**config.mk**
```make
export PLATFORM = sky130hd
export DESIGN_NAME = param_register_file
export DESIGN_NICKNAME = d
export VERILOG_FILES = /design/src/rtl/regfile_pkg.sv /design/src/rtl/param_register.sv /design/src/rtl/param_register_file.sv
export SDC_FILE = /design/constraint.sdc
export NUM_CORES = 1
export LEC_CHECK = 0
export CORE_AREA = 2 2 184 186
export CTS_BUF_LIST = sky130_fd_sc_hd__clkbuf_4 sky130_fd_sc_hd__clkbuf_8
export DETAILED_ROUTE_END_ITERATION = 7
export DIE_AREA = 0 0 186 188
export GPL_TIMING_DRIVEN = 0
export MAX_ROUTING_LAYER = met4
export PLACE_DENSITY = 0.7
export SYNTH_ARGS = -nofsm -noshare
export SYNTH_HDL_FRONTEND = slang
export SYNTH_HIERARCHICAL = 1
export SYNTH_SLANG_ARGS = --single-unit
```
**constraint.sdc**
```tcl
create_clock -name Clock -period 2.83 [get_ports Clock]
set_input_delay 0.283 -clock Clock [delete_from_list [all_inputs] [get_ports Clock]]
set_output_delay 0.283 -clock Clock [all_outputs]
set_load 0.05 [all_outputs]
```
**src/rtl/regfile_pkg.sv**
```systemverilog
// rtl/regfile_pkg.sv - shared FunSel and bulk-clear FSM encodings for param_register_file
package regfile_pkg;

  // Per-register function applied on the next edge to every enabled register
  typedef enum logic [2:0] {
    FS_DEC         = 3'b000,
    FS_INC         = 3'b001,
    FS_LOAD        = 3'b010,
    FS_CLR         = 3'b011,
    FS_LOLO_CLRHI  = 3'b100,
    FS_LOLO_KEEPHI = 3'b101,
    FS_HI_KEEPLO   = 3'b110,
    FS_LOLO_SEXT   = 3'b111
  } fun_sel_e;

  // Bulk-clear sequencer states
  typedef enum logic [1:0] {
    ST_IDLE  = 2'b00,
    ST_CLEAR = 2'b01,
    ST_DONE  = 2'b10
  } state_e;

endpackage

```
**src/rtl/param_register.sv**
```systemverilog
// rtl/param_register.sv - one WIDTH-bit register with sync reset, clear override and FunSel datapath
module param_register
  import regfile_pkg::*;
#(
  parameter int WIDTH = 16
) (
  input  logic             i_clk,
  input  logic             i_reset,
  input  logic             i_en,
  input  logic             i_clr,
  input  fun_sel_e         i_fun_sel,
  input  logic [WIDTH-1:0] i_data,
  output logic [WIDTH-1:0] o_q
);

  localparam int L = WIDTH / 2;

  logic [WIDTH-1:0] r_q;
  logic [WIDTH-1:0] w_next;

  // Next value for this register under the shared function code
  always_comb begin
    w_next = r_q;
    case (i_fun_sel)
      FS_DEC:         w_next = r_q - WIDTH'(1);
      FS_INC:         w_next = r_q + WIDTH'(1);
      FS_LOAD:        w_next = i_data;
      FS_CLR:         w_next = '0;
      FS_LOLO_CLRHI:  w_next = {{(WIDTH-L){1'b0}}, i_data[L-1:0]};
      FS_LOLO_KEEPHI: w_next = {r_q[WIDTH-1:L], i_data[L-1:0]};
      FS_HI_KEEPLO:   w_next = {i_data[L-1:0], r_q[L-1:0]};
      FS_LOLO_SEXT:   w_next = {{(WIDTH-L){i_data[L-1]}}, i_data[L-1:0]};
      default:        w_next = r_q;
    endcase
  end

  // Storage: reset first, then the bulk-clear override, then the enabled function
  always_ff @(posedge i_clk) begin
    if (i_reset) begin
      r_q <= '0;
    end else if (i_clr) begin
      r_q <= '0;
    end else if (i_en) begin
      r_q <= w_next;
    end
  end

  assign o_q = r_q;

endmodule

```
**src/rtl/param_register_file.sv**
```systemverilog
// rtl/param_register_file.sv - GP+scratch register file with bulk-clear engine; optional REGFILE_WRITE_BYPASS_EN
module param_register_file
  import regfile_pkg::*;
#(
  parameter  int WIDTH = 16,
  parameter  int N_GP  = 4,
  parameter  int N_SCR = 4,
  localparam int N_REG = N_GP + N_SCR,
  localparam int SELW  = (N_REG > 1) ? $clog2(N_REG) : 1
) (
  input  logic             Clock,
  input  logic             Reset,
  input  logic [WIDTH-1:0] I,
  input  logic [2:0]       FunSel,
  input  logic [N_GP-1:0]  RegSel,
  input  logic [N_SCR-1:0] ScrSel,
  input  logic [SELW-1:0]  OutASel,
  input  logic [SELW-1:0]  OutBSel,
  input  logic             ClearReq,
  output logic [WIDTH-1:0] OutA,
  output logic [WIDTH-1:0] OutB,
  output logic             Busy,
  output logic             ClearDone
);

  state_e           r_state;
  logic [SELW-1:0]  r_idx;
  logic             w_busy;
  fun_sel_e         w_fun;
  logic [N_REG-1:0] w_sel;
  logic [WIDTH-1:0] w_q [N_REG];

  assign w_fun  = fun_sel_e'(FunSel);
  assign w_busy = (r_state == ST_CLEAR);

  // Active-low select buses flattened to active-high enables, GP first then scratch
  always_comb begin
    w_sel = '0;
    for (int k = 0; k < N_GP; k++) begin
      w_sel[k] = ~RegSel[N_GP-1-k];
    end
    for (int k = 0; k < N_SCR; k++) begin
      w_sel[N_GP+k] = ~ScrSel[N_SCR-1-k];
    end
  end

  for (genvar k = 0; k < N_REG; k++) begin : g_reg
    param_register #(.WIDTH(WIDTH)) u_reg (
      .i_clk     (Clock),
      .i_reset   (Reset),
      .i_en      (w_sel[k] & ~w_busy),
      .i_clr     (w_busy && (r_idx == SELW'(k))),
      .i_fun_sel (w_fun),
      .i_data    (I),
      .o_q       (w_q[k])
    );
  end

  // Bulk-clear sequencer: one register zeroed per cycle, then a single done cycle
  always_ff @(posedge Clock) begin
    if (Reset) begin
      r_state <= ST_IDLE;
      r_idx   <= '0;
    end else begin
      case (r_state)
        ST_IDLE: begin
          if (ClearReq) begin
            r_state <= ST_CLEAR;
            r_idx   <= '0;
          end
        end
        ST_CLEAR: begin
          if (r_idx == SELW'(N_REG - 1)) begin
            r_state <= ST_DONE;
            r_idx   <= '0;
          end else begin
            r_idx <= r_idx + SELW'(1);
          end
        end
        ST_DONE:  r_state <= ST_IDLE;
        default:  r_state <= ST_IDLE;
      endcase
    end
  end

  assign Busy      = w_busy;
  assign ClearDone = (r_state == ST_DONE);

  // Read ports: stored contents, zero for out-of-range selects, optional load bypass
  always_comb begin
    OutA = '0;
    OutB = '0;
    if (int'(OutASel) < N_REG) OutA = w_q[OutASel];
    if (int'(OutBSel) < N_REG) OutB = w_q[OutBSel];
`ifdef REGFILE_WRITE_BYPASS_EN
    if (!w_busy && (w_fun == FS_LOAD) && (int'(OutASel) < N_REG) && w_sel[OutASel]) OutA = I;
    if (!w_busy && (w_fun == FS_LOAD) && (int'(OutBSel) < N_REG) && w_sel[OutBSel]) OutB = I;
`endif
  end

endmodule
```
; ---- After elaboration in Yosys (flattened, before gate mapping)
; Index checks and enable logic that the tools add are counted.
[op_classes]
n_addsub = 17
n_lt_le_gt_ge = 2
eq_ne = 18
muxes = 20
bitwise = 21
n_reduce_logical = 38
[ops]
columns = op, n
row1 = $pmux W16 S8, 8
row2 = $add A16 B1 Y16 const B, 8
row3 = $sub A16 B1 Y16 const B, 8
row4 = $bmux W16 S3, 2
row5 = $mux W16, 4
row6 = $reduce_and A2 Y1, 18
row7 = $eq A3 B3 Y1 const B, 8
row8 = $reduce_or A2 Y1, 8
row9 = $eq A3 B2 Y1 const B, 4
row10 = $not A1 Y1, 11
row11 = $and A1 B1 Y1, 8
row12 = $ge A4 B4 Y1 const B, 2
row13 = $logic_and A1 B1 Y1, 8
row14 = $not A3 Y4, 2
row15 = $eq A3 B1 Y1 const B, 2
row16 = $logic_not A3 Y1, 2
row17 = $mux W3, 2
row18 = $pmux W3 S2, 1
row19 = $mux W2, 2
row20 = $pmux W2 S2, 1
row21 = $add A3 B1 Y3 const B, 1
row22 = $eq A2 B1 Y1 const B, 1
row23 = $eq A2 B2 Y1 const B, 1
row24 = $logic_not A2 Y1, 1
row25 = other kinds (3), 3
[word_totals]
ff_bits = 133
input_bits = 36
output_inout_bits = 34
elab_cells = 134

; ---- Depth between registers and ports, before layout
; Gate-level depths: netlist of run 1.
[depth]
depth_word = 4
depth_mapped = 11
mapped_depth_nobuf = 10

; ---- By module
; The synthesis of run 1 kept the hierarchy.
[by_module_without_submodules]
columns = module, n_inst, cells_each, area_each_um2, seq_area_each_um2
row1 = param_register (g_reg[4].u_reg ...), 3, 222, 1700.4, 320.3
row2 = param_register (g_reg[1].u_reg ...), 3, 229, 1696.6, 320.3
row3 = param_register_file, 1, 160, 2496.1, 100.1
row4 = param_register (g_reg[0].u_reg), 1, 248, 1866.8, 320.3
row5 = param_register (g_reg[7].u_reg), 1, 222, 1701.6, 320.3

; ---- Worst setup path after synthesis of run 1
; OpenSTA, ideal clock, no wires.
[synth_timing]
path_type = input -> register
start = input FunSel[1]
end = register g_reg[1].u_reg.r_q[13]
setup_time_ns = 0.125
t_arrival_ns = 2.631
required_time_ns = 2.705
setup_slack_ns = 0.074
cell_stages = 11
path_buffers = 2
cell_sequence = buf_2 -> nor2_1 -> nand2_1 -> ha_1 -> buf_2 -> o211ai_2 -> or4_1 -> o21ai_1 -> a21oi_1 -> xnor2_1 -> o22ai_1
[synth_between]
elab_chain_cells = 3
elab_cells_between_ends = 11
cone_classes = 7 x eq/ne / 1 x mux / 1 x bitwise / 2 x reduce/logical
[synth_lines]
columns = element, line
row1 = start: declaration, param_register_file.sv:14  ; input logic [2:0] FunSel,
row2 = branches (longest 3 deep; another with $pmux W16 S8), --
row3 = end signal: assignment, param_register.sv:44  ; r_q <= w_next;
row4 = end: declaration, param_register.sv:18  ; logic [WIDTH-1:0] r_q;
; Parallel ways; which one is timed is not known.
; A chain may end at the register's enable or synchronous reset.

; ---- Worst setup path after layout of run 1
[layout_timing]
start = input FunSel[2]
end = register g_reg[5].u_reg.r_q[15]
[layout_between]
elab_chain_cells = 3
elab_cells_between_ends = 11
cone_classes = 7 x eq/ne / 1 x mux / 1 x bitwise / 2 x reduce/logical
[layout_lines]
columns = element, line
row1 = branches (longest 3 deep; another with $pmux W16 S8), --
row2 = end signal: assignment, param_register.sv:44
row3 = end: declaration, param_register.sv:18
; Parallel ways; which one is timed is not known.

==> flow_metrics.py, run 1 <==
metrics = {
    "power_and_ir_drop": {
        "worst_ir_drop_vdd_mv": 0.3149,
        "report.power.total_mw": 8.987,
        "cellPowerDensity_mw_per_mm2": 499.7,
        "p_leak_nw": 7.711,
    },
    "setup_path": {
        "critical_path.reg2reg.endpoint": "g_reg[5].u_reg/o_q[3]$_SDFFE_PP0P_",
        "slowest_delay_ns": 0.44,
        "regToRegStartpoint": "r_state[1]$_SDFFE_PP0P_",
        "cp-end-kind": "flop",
        "worst_setup_path_start_kind": "input port",
        "worstPathCellList": "clkbuf_4 > clkbuf_2 > nor2_2 > nand2_4 > ha_1 > and3_1 > a221o_2 > a31oi_4 > o211a_1 > mux2i_1",
        "worst-endpoint-required_ns": 3.23,
        "cp.buffers_inverters": 2,
        "crit_path_top_delay_cell": "sky130_fd_sc_hd__a221o_2",
        "worstRegToRegCells": 9,
        "reg2reg_setup_slack_ns": 0.20,
        "worst-endpoint-arrival_ns": 3.15,
        "path_max_fanout": 16,
        "critical_path.top_delay_family": "compound AO/OA/AOI/OAI gates",
        "criticalPathCategory": "in -> reg",
    },
    "sta": {
        "fin_crit_ns": 2.753,
        "hold_violations": 0,
        "hold_ws_ns": 0.4676,
        "setup-violations-final": 0,
        "drv_slew": 0,
        "clock.fmax_mhz": 363.3,
        "worst_pin_slew_ns": 1.325,
        "grt_setup_unrepaired": "false",
        "setup-tns-final_ns": 0,
        "finalClockSkew_ns": 0.01596,
        "period_share": 0.9726,
        "layout_setup_ws_ns": 0.07748,
        "max-slew-margin-rel": 0.1137,
    },
    "global_routing": {
        "grt_first_pass_wirelength_mm": 90.08,
        "track_usage": 0.3457,
        "grt_antenna_before_repair": 2,
        "grt_pass1_vias": 15417,
        "grt_start_max_net_pins": 41,
        "grt.overflow.total": 0,
    },
    "yosys": {
        "yosys_warnings": 6,
        "share_of_synthesized_area_occupied_by_flip_flops_and_latches": 0.1638,
        "synth.ff_latch_count": 133,
        "postSynth.topFlopCell": "sky130_fd_sc_hd__dfxtp_1",
        "synth_async_sr_flop_share": 0,
        "syn-instance-count": 1983,
        "syn-num-nets": 2153,
        "synth_enable_flop_cells": 0,
        "postSynthAreaPerCell_sq_um": 8.197,
        "yosysUniqueCellTypes": 86,
        "post_synth_instance_area_sq_mm": 0.01626,
    },
    "floorplan": {
        "start_util": 0.4909,
        "floorplan.die_area_sq_mm": 0.03497,
        "chip_width_microns": 186,
        "die_h_microns": 188,
        "io-pin-count": 70,
        "core_sq_mm": 0.03311,
        "rows": 67,
    },
    "detailed_routing": {
        "route.detailed.drc": 0,
        "detail_route.wl_per_cell_microns": 23.49,
        "total_via_count_in_the_routed_design": 17030,
        "detailedRoute.firstPassIterationCount": 6,
        "wirelength_mm": 59.38,
        "detail_route.vias_per_cell": 6.737,
        "postRouteAntennaNets": 0,
        "initialDrtViolationCount": 1778,
    },
    "cts": {
        "cts_tree": "built",
        "cts_hold_buf": 0,
        "cts-buffers-inserted": 17,
        "clock_path_buffers": 2,
        "ctsHtreeMaxLevel": 4,
        "clock_sink_count": 133,
        "clk_root_buffer_cell": "sky130_fd_sc_hd__clkbuf_8",
        "post-cts-setup-buffer-count": 0,
        "post_cts_resized": 84,
        "worstSkewPairLatency_ns": 0.49,
        "cts.clk_slew.worst_paths_ns": 0.08,
    },
    "placement": {
        "detailedPlacementHpwl_mm": 43.95,
        "detailedPlace.worstSlack_ns": -1.983,
        "place.gp.congestion": 0.9668,
        "post-place-cells": 2496,
        "io_buffers": 65,
    },
    "final_layout": {
        "layoutNonFillerInstCount": 2528,
        "n_fill_cell": 3109,
        "multi_input_area_sq_mm": 0.01283,
        "most_frequent_cells_in_the_layout": "192 x sky130_fd_sc_hd__a21oi_1, 166 x sky130_fd_sc_hd__o21ai_0, 141 x sky130_fd_sc_hd__nor2_1",
        "finish.net_count": 2237,
        "share_of_final_layout_standard_cells_stronger_than_drive_strength_1": 0.1333,
        "final_common_cell": "sky130_fd_sc_hd__a21oi_1",
        "ff_latch_area_sq_mm": 0.002663,
        "layout-area-overhead-vs-synth_pct": 10.65,
    },
    "min_path": {
        "worst_hold_path_type": "reg -> reg",
        "min-delay-start": "r_state[1]$_SDFFE_PP0P_",
        "whs_path_depth": 1,
        "timing.hold.worst_endpoint": "r_state[0]$_SDFFE_PP0P_",
    },
    "status": {
        "run_status": "completed",
    },
    "flow_run": {
        "cap_viol_max_count": 0,
    },
}
[worst max-delay path by stage]
stage	to	from	cells after the start	slack, ns
after floorplan	g_reg[1].u_reg/o_q[13]$_SDFFE_PP0P_	FunSel[1]	11	0.07
after global placement	g_reg[1].u_reg/o_q[11]$_SDFFE_PP0P_	FunSel[1]	11	-1.98
after detailed placement	g_reg[1].u_reg/o_q[11]$_SDFFE_PP0P_	FunSel[1]	11	-1.98
after CTS	g_reg[2].u_reg/o_q[15]$_SDFFE_PP0P_	FunSel[0]	11	0.08
after global routing	g_reg[5].u_reg/o_q[3]$_SDFFE_PP0P_	r_state[1]$_SDFFE_PP0P_	9	0.006
final	g_reg[5].u_reg/o_q[15]$_SDFFE_PP0P_	FunSel[2]	10	0.08
[logic make-up (layout without fill, tap and decap cells)]
family	count (synthesis)	after routing	share of synthesized area
other cells	0	2	0
compound gates	760	760	0.3060
xor+xnor	97	97	0.05226
simple gates	503	503	0.1482
fa+ha+maj	134	134	0.1068
mux	164	164	0.1672
flops	133	133	0.1638
buf+inv	192	287	0.05565
[per-stage QoR]
step,cell area (sq um),utilization
after detailed placement,17460,0.5272
final,17990,0.5432
after global placement,17470,0.5275
after CTS,17940,0.5418
after floorplan,16260,-
after global routing,17980,0.5431
[power by group]
part | switching, mW | internal [mW]
combinational | 2.78 | 1.93
clock | 0.880 | 0.949
sequential | 0.381 | 2.06
[flip-flops by register name, summed over array words and instances (netlist names)]
register     flops
r_idx            3
g.u_reg/o_q    128
r_state          2
[layer usage]
metal | wire length [microns] | vias to the layer above | track usage
met5 | 0 | - | -
met4 | 3423 | 0 | 0.1699
met3 | 5786 | 216 | 0.05554
met2 | 25040 | 962 | 0.4957
met1 | 25130 | 8062 | 0.4703
li1 | - | 7790 | -
[synth_stat cells, drive strengths merged, types with 8 or more instances]
| cell | number | share of area |
|---|---|---|
| or2 | 11 | 0.0042 |
| o21a | 28 | 0.013 |
| mux2 | 52 | 0.036 |
| nand4 | 21 | 0.0081 |
| inv | 77 | 0.018 |
| o211ai | 31 | 0.015 |
| nand2 | 149 | 0.035 |
| mux2i | 48 | 0.030 |
| a211oi | 50 | 0.025 |
| nor3 | 27 | 0.0083 |
| a21o | 39 | 0.018 |
| nand3b | 10 | 0.0046 |
| xor2 | 24 | 0.013 |
| a21oi | 197 | 0.062 |
| buf | 73 | 0.027 |
| dfxtp | 133 | 0.16 |
| o21ai | 196 | 0.061 |
| nand3 | 37 | 0.011 |
| xnor2 | 73 | 0.039 |
| fa | 8 | 0.0099 |
| o221ai | 19 | 0.012 |
| a22oi | 41 | 0.019 |
| o31ai | 10 | 0.0058 |
| and3 | 21 | 0.0082 |
| ha | 126 | 0.097 |
| o22ai | 34 | 0.013 |
| a31oi | 33 | 0.016 |
| mux4 | 64 | 0.10 |
| nand2b | 21 | 0.0081 |
| nor2 | 154 | 0.036 |
| clkbuf | 42 | 0.011 |
| nor2b | 17 | 0.0065 |
| nor4 | 8 | 0.0040 |
| a31o | 9 | 0.0048 |
| o21bai | 13 | 0.0060 |
[cell type report]
type	count	area share
multi-input cells	1658	0.7131
plain buffers	115	0.03513
clock inverters	13	0.01030
well taps	448	0.03117
diodes	2	0.0002783
flip-flops and latches	133	0.1480
clock buffers	17	0.01301
inverters	77	0.01607
repair buffers	65	0.03290
Power figures use the tool's default switching activity.
==> run 2, diff against run 1 <==
- CELL_PAD_IN_SITES_DETAIL_PLACEMENT: not set -> 0
- CELL_PAD_IN_SITES_GLOBAL_PLACEMENT: not set -> 1
- CORE_AREA: 2 2 184 186 -> 2 2 186 188
- DIE_AREA: 0 0 186 188 -> 0 0 188 190
- PLACE_DENSITY: 0.7 -> not set
- PLACE_DENSITY_LB_ADDON: not set -> 0.1
- clock period: 2.83 -> 2.9 ns (I/O delays scaled with it)
==> flow_metrics.py, run 2 (synthesis gave the netlist of run 1 again) <==
metrics = {
    "floorplan": {
        "rows": 68,
        "core_sq_mm": 0.03395,
        "die_h_microns": 190,
        "floorplan.die_area_sq_mm": 0.03572,
        "start_util": 0.4788,
        "io-pin-count": 70,
        "chip_width_microns": 188,
    },
    "cts": {
        "clock_path_buffers": 2,
        "post-cts-setup-buffer-count": 0,
        "cts.clk_slew.worst_paths_ns": 0.08,
        "cts-buffers-inserted": 17,
        "cts_hold_buf": 0,
        "worstSkewPairLatency_ns": 0.49,
        "ctsHtreeMaxLevel": 4,
        "clock_sink_count": 133,
        "clk_root_buffer_cell": "sky130_fd_sc_hd__clkbuf_8",
        "cts_tree": "built",
    },
    "global_routing": {
        "grt_first_pass_wirelength_mm": 92.57,
        "grt_antenna_before_repair": 1,
        "globalRouteMet1Util": 0.4616,
        "grt-busiest-layer": "met2",
        "grt.overflow.total": 0,
        "grt_start_max_net_pins": 41,
        "globalRouteMet3Util": 0.05479,
        "track_usage": 0.3492,
        "grt_pass1_vias": 15337,
        "met2_usage": 0.5214,
    },
    "setup_path": {
        "reg2reg_setup_slack_ns": 0.26,
        "critical_path_endpoint": "OutB[14]",
        "worst_setup_path_start_kind": "input port",
        "regToRegStartpoint": "r_state[1]$_SDFFE_PP0P_",
        "path_max_fanout": 10,
        "worstRegToRegCells": 9,
        "critical_path.reg2reg.endpoint": "g_reg[6].u_reg/o_q[8]$_SDFFE_PP0P_",
        "cp-end-kind": "output pin",
        "worst-endpoint-required_ns": 2.61,
        "worstSetupStartpoint": "OutBSel[2]",
        "worst-endpoint-arrival_ns": 2.55,
        "criticalPathCategory": "in -> out",
    },
    "min_path": {
        "min-delay-start": "r_state[1]$_SDFFE_PP0P_",
        "worst_hold_path_type": "reg -> reg",
        "whs_path_depth": 1,
    },
    "status": {
        "run_status": "finished with violations",
        "violations": "capacitance limit, slew limit",
    },
    "sta": {
        "max-slew-margin-rel": -0.01805,
        "period_share": 0.9794,
        "finalClockSkew_ns": 0.01297,
        "grt_setup_unrepaired": "false",
        "clock.fmax_mhz": 352.1,
        "setup-violations-final": 0,
        "hold_violations": 0,
        "hold_ws_ns": 0.4610,
        "drv_slew": 17,
        "fin_crit_ns": 2.840,
        "worst_pin_slew_ns": 1.522,
    },
    "detailed_routing": {
        "detail_route.wl_per_cell_microns": 24.11,
        "wirelength_mm": 61.20,
        "initialDrtViolationCount": 1447,
        "postRouteAntennaNets": 0,
        "detailedRoute.firstPassIterationCount": 6,
        "detail_route.vias_per_cell": 6.561,
        "route.detailed.drc": 0,
        "total_via_count_in_the_routed_design": 16652,
    },
    "placement": {
        "place.gp.congestion": 1.055,
        "detailedPlacementHpwl_mm": 45.92,
        "io_buffers": 65,
        "post_dp_cell_area_sq_mm": 0.01746,
    },
    "power_and_ir_drop": {
        "p_leak_nw": 7.760,
        "power_frac_seq": 0.273,
        "clock_power_share": 0.198,
        "power_switching_share": 0.4473,
        "power.combinational.fraction": 0.529,
        "switching_power_mw": 3.891,
        "worst_ir_drop_vdd_mv": 0.3270,
        "power_report.internal_total_mw": 4.808,
        "cellPowerDensity_mw_per_mm2": 482.7,
    },
    "final_layout": {
        "most_frequent_cells_in_the_layout": "192 x sky130_fd_sc_hd__a21oi_1, 166 x sky130_fd_sc_hd__o21ai_0, 142 x sky130_fd_sc_hd__nor2_1",
        "n_fill_cell": 3305,
        "finish.net_count": 2238,
        "max_reg_flops": 128,
        "final_common_cell": "sky130_fd_sc_hd__a21oi_1",
        "ff_latch_area_sq_mm": 0.002663,
        "final_design_area_no_fill_sq_mm": 0.01802,
        "share_of_final_layout_standard_cells_stronger_than_drive_strength_1": 0.1341,
        "multi_input_area_sq_mm": 0.01282,
        "final_core_utilization": 0.5308,
        "layout-area-overhead-vs-synth_pct": 10.85,
    },
    "flow_run": {
        "cap_viol_max_count": 1,
    },
}
run 2: worst min-delay path by stage:
stage | slack (ns) | endpoint
global placement | 0.44 | r_state[0]$_SDFFE_PP0P_
floorplan | 0.36 | r_idx[0]$_SDFFE_PP0P_
finish | 0.46 | r_state[0]$_SDFFE_PP0P_
detailed placement | 0.45 | r_state[0]$_SDFFE_PP0P_
global route | 0.46 | g_reg[0].u_reg/o_q[5]$_SDFFE_PP0P_
CTS | 0.44 | g_reg[0].u_reg/o_q[5]$_SDFFE_PP0P_
run 2: stage by stage:
stage | std cells | total power, mW | setup TNS, ns | setup slack (ns)
after global routing | 2536 | 9.204 | 0 | 0.008322
after detailed placement | 2503 | 6.916 | -180.05 | -1.873
final | 2538 | 8.699 | 0 | 0.05972
after CTS | 2535 | 8.618 | 0 | 0.002882
after floorplan | 1983 | 5.632 | 0 | 0.1375
after global placement | 2503 | 6.891 | -176.03 | -1.910
run 2: layer usage:
metal  routed length, microns  part of all wire  up-vias
met4                     2949             0.048        0
met1                    26800              0.44     8014
met2                    26400              0.43      718
met5                        0                 0        -
met3                     5045             0.082      126
li1                         -                 -     7794
run 2: power groups by stage:
stage               combinational, mW  clock, mW  sequential, mW
floorplan                        3.43          0            2.20
global placement                 4.51          0            2.38
detailed placement               4.52          0            2.39
CTS                              4.53       1.74            2.35
global route                     5.01       1.81            2.38
finish                           4.60       1.73            2.37
run 2: what timing repair did:
item	4_1_cts	5_1_grt
setup endpoints to repair	153	57
resized for setup	76	24
pin swaps	0	0
run 2: final cells by class:
class,count,share of cell area
Tap cell,455,0.03159
Clock buffer,24,0.01798
Clock inverter,8,0.005277
Inverter,77,0.01604
Antenna cell,2,0.0002777
Sequential cell,133,0.1478
Timing Repair Buffer,66,0.03444
Multi-Input combinational cell,1658,0.7116
Buffer,115,0.03500
run 2: critical path, stage by stage:
cell and delay, ns:
sky130_fd_sc_hd__clkdlybuf4s50_1 0.63, sky130_fd_sc_hd__buf_2 0.35, sky130_fd_sc_hd__mux4_1 0.47, sky130_fd_sc_hd__mux2_2 0.36, sky130_fd_sc_hd__dlygate4sd2_1 0.44
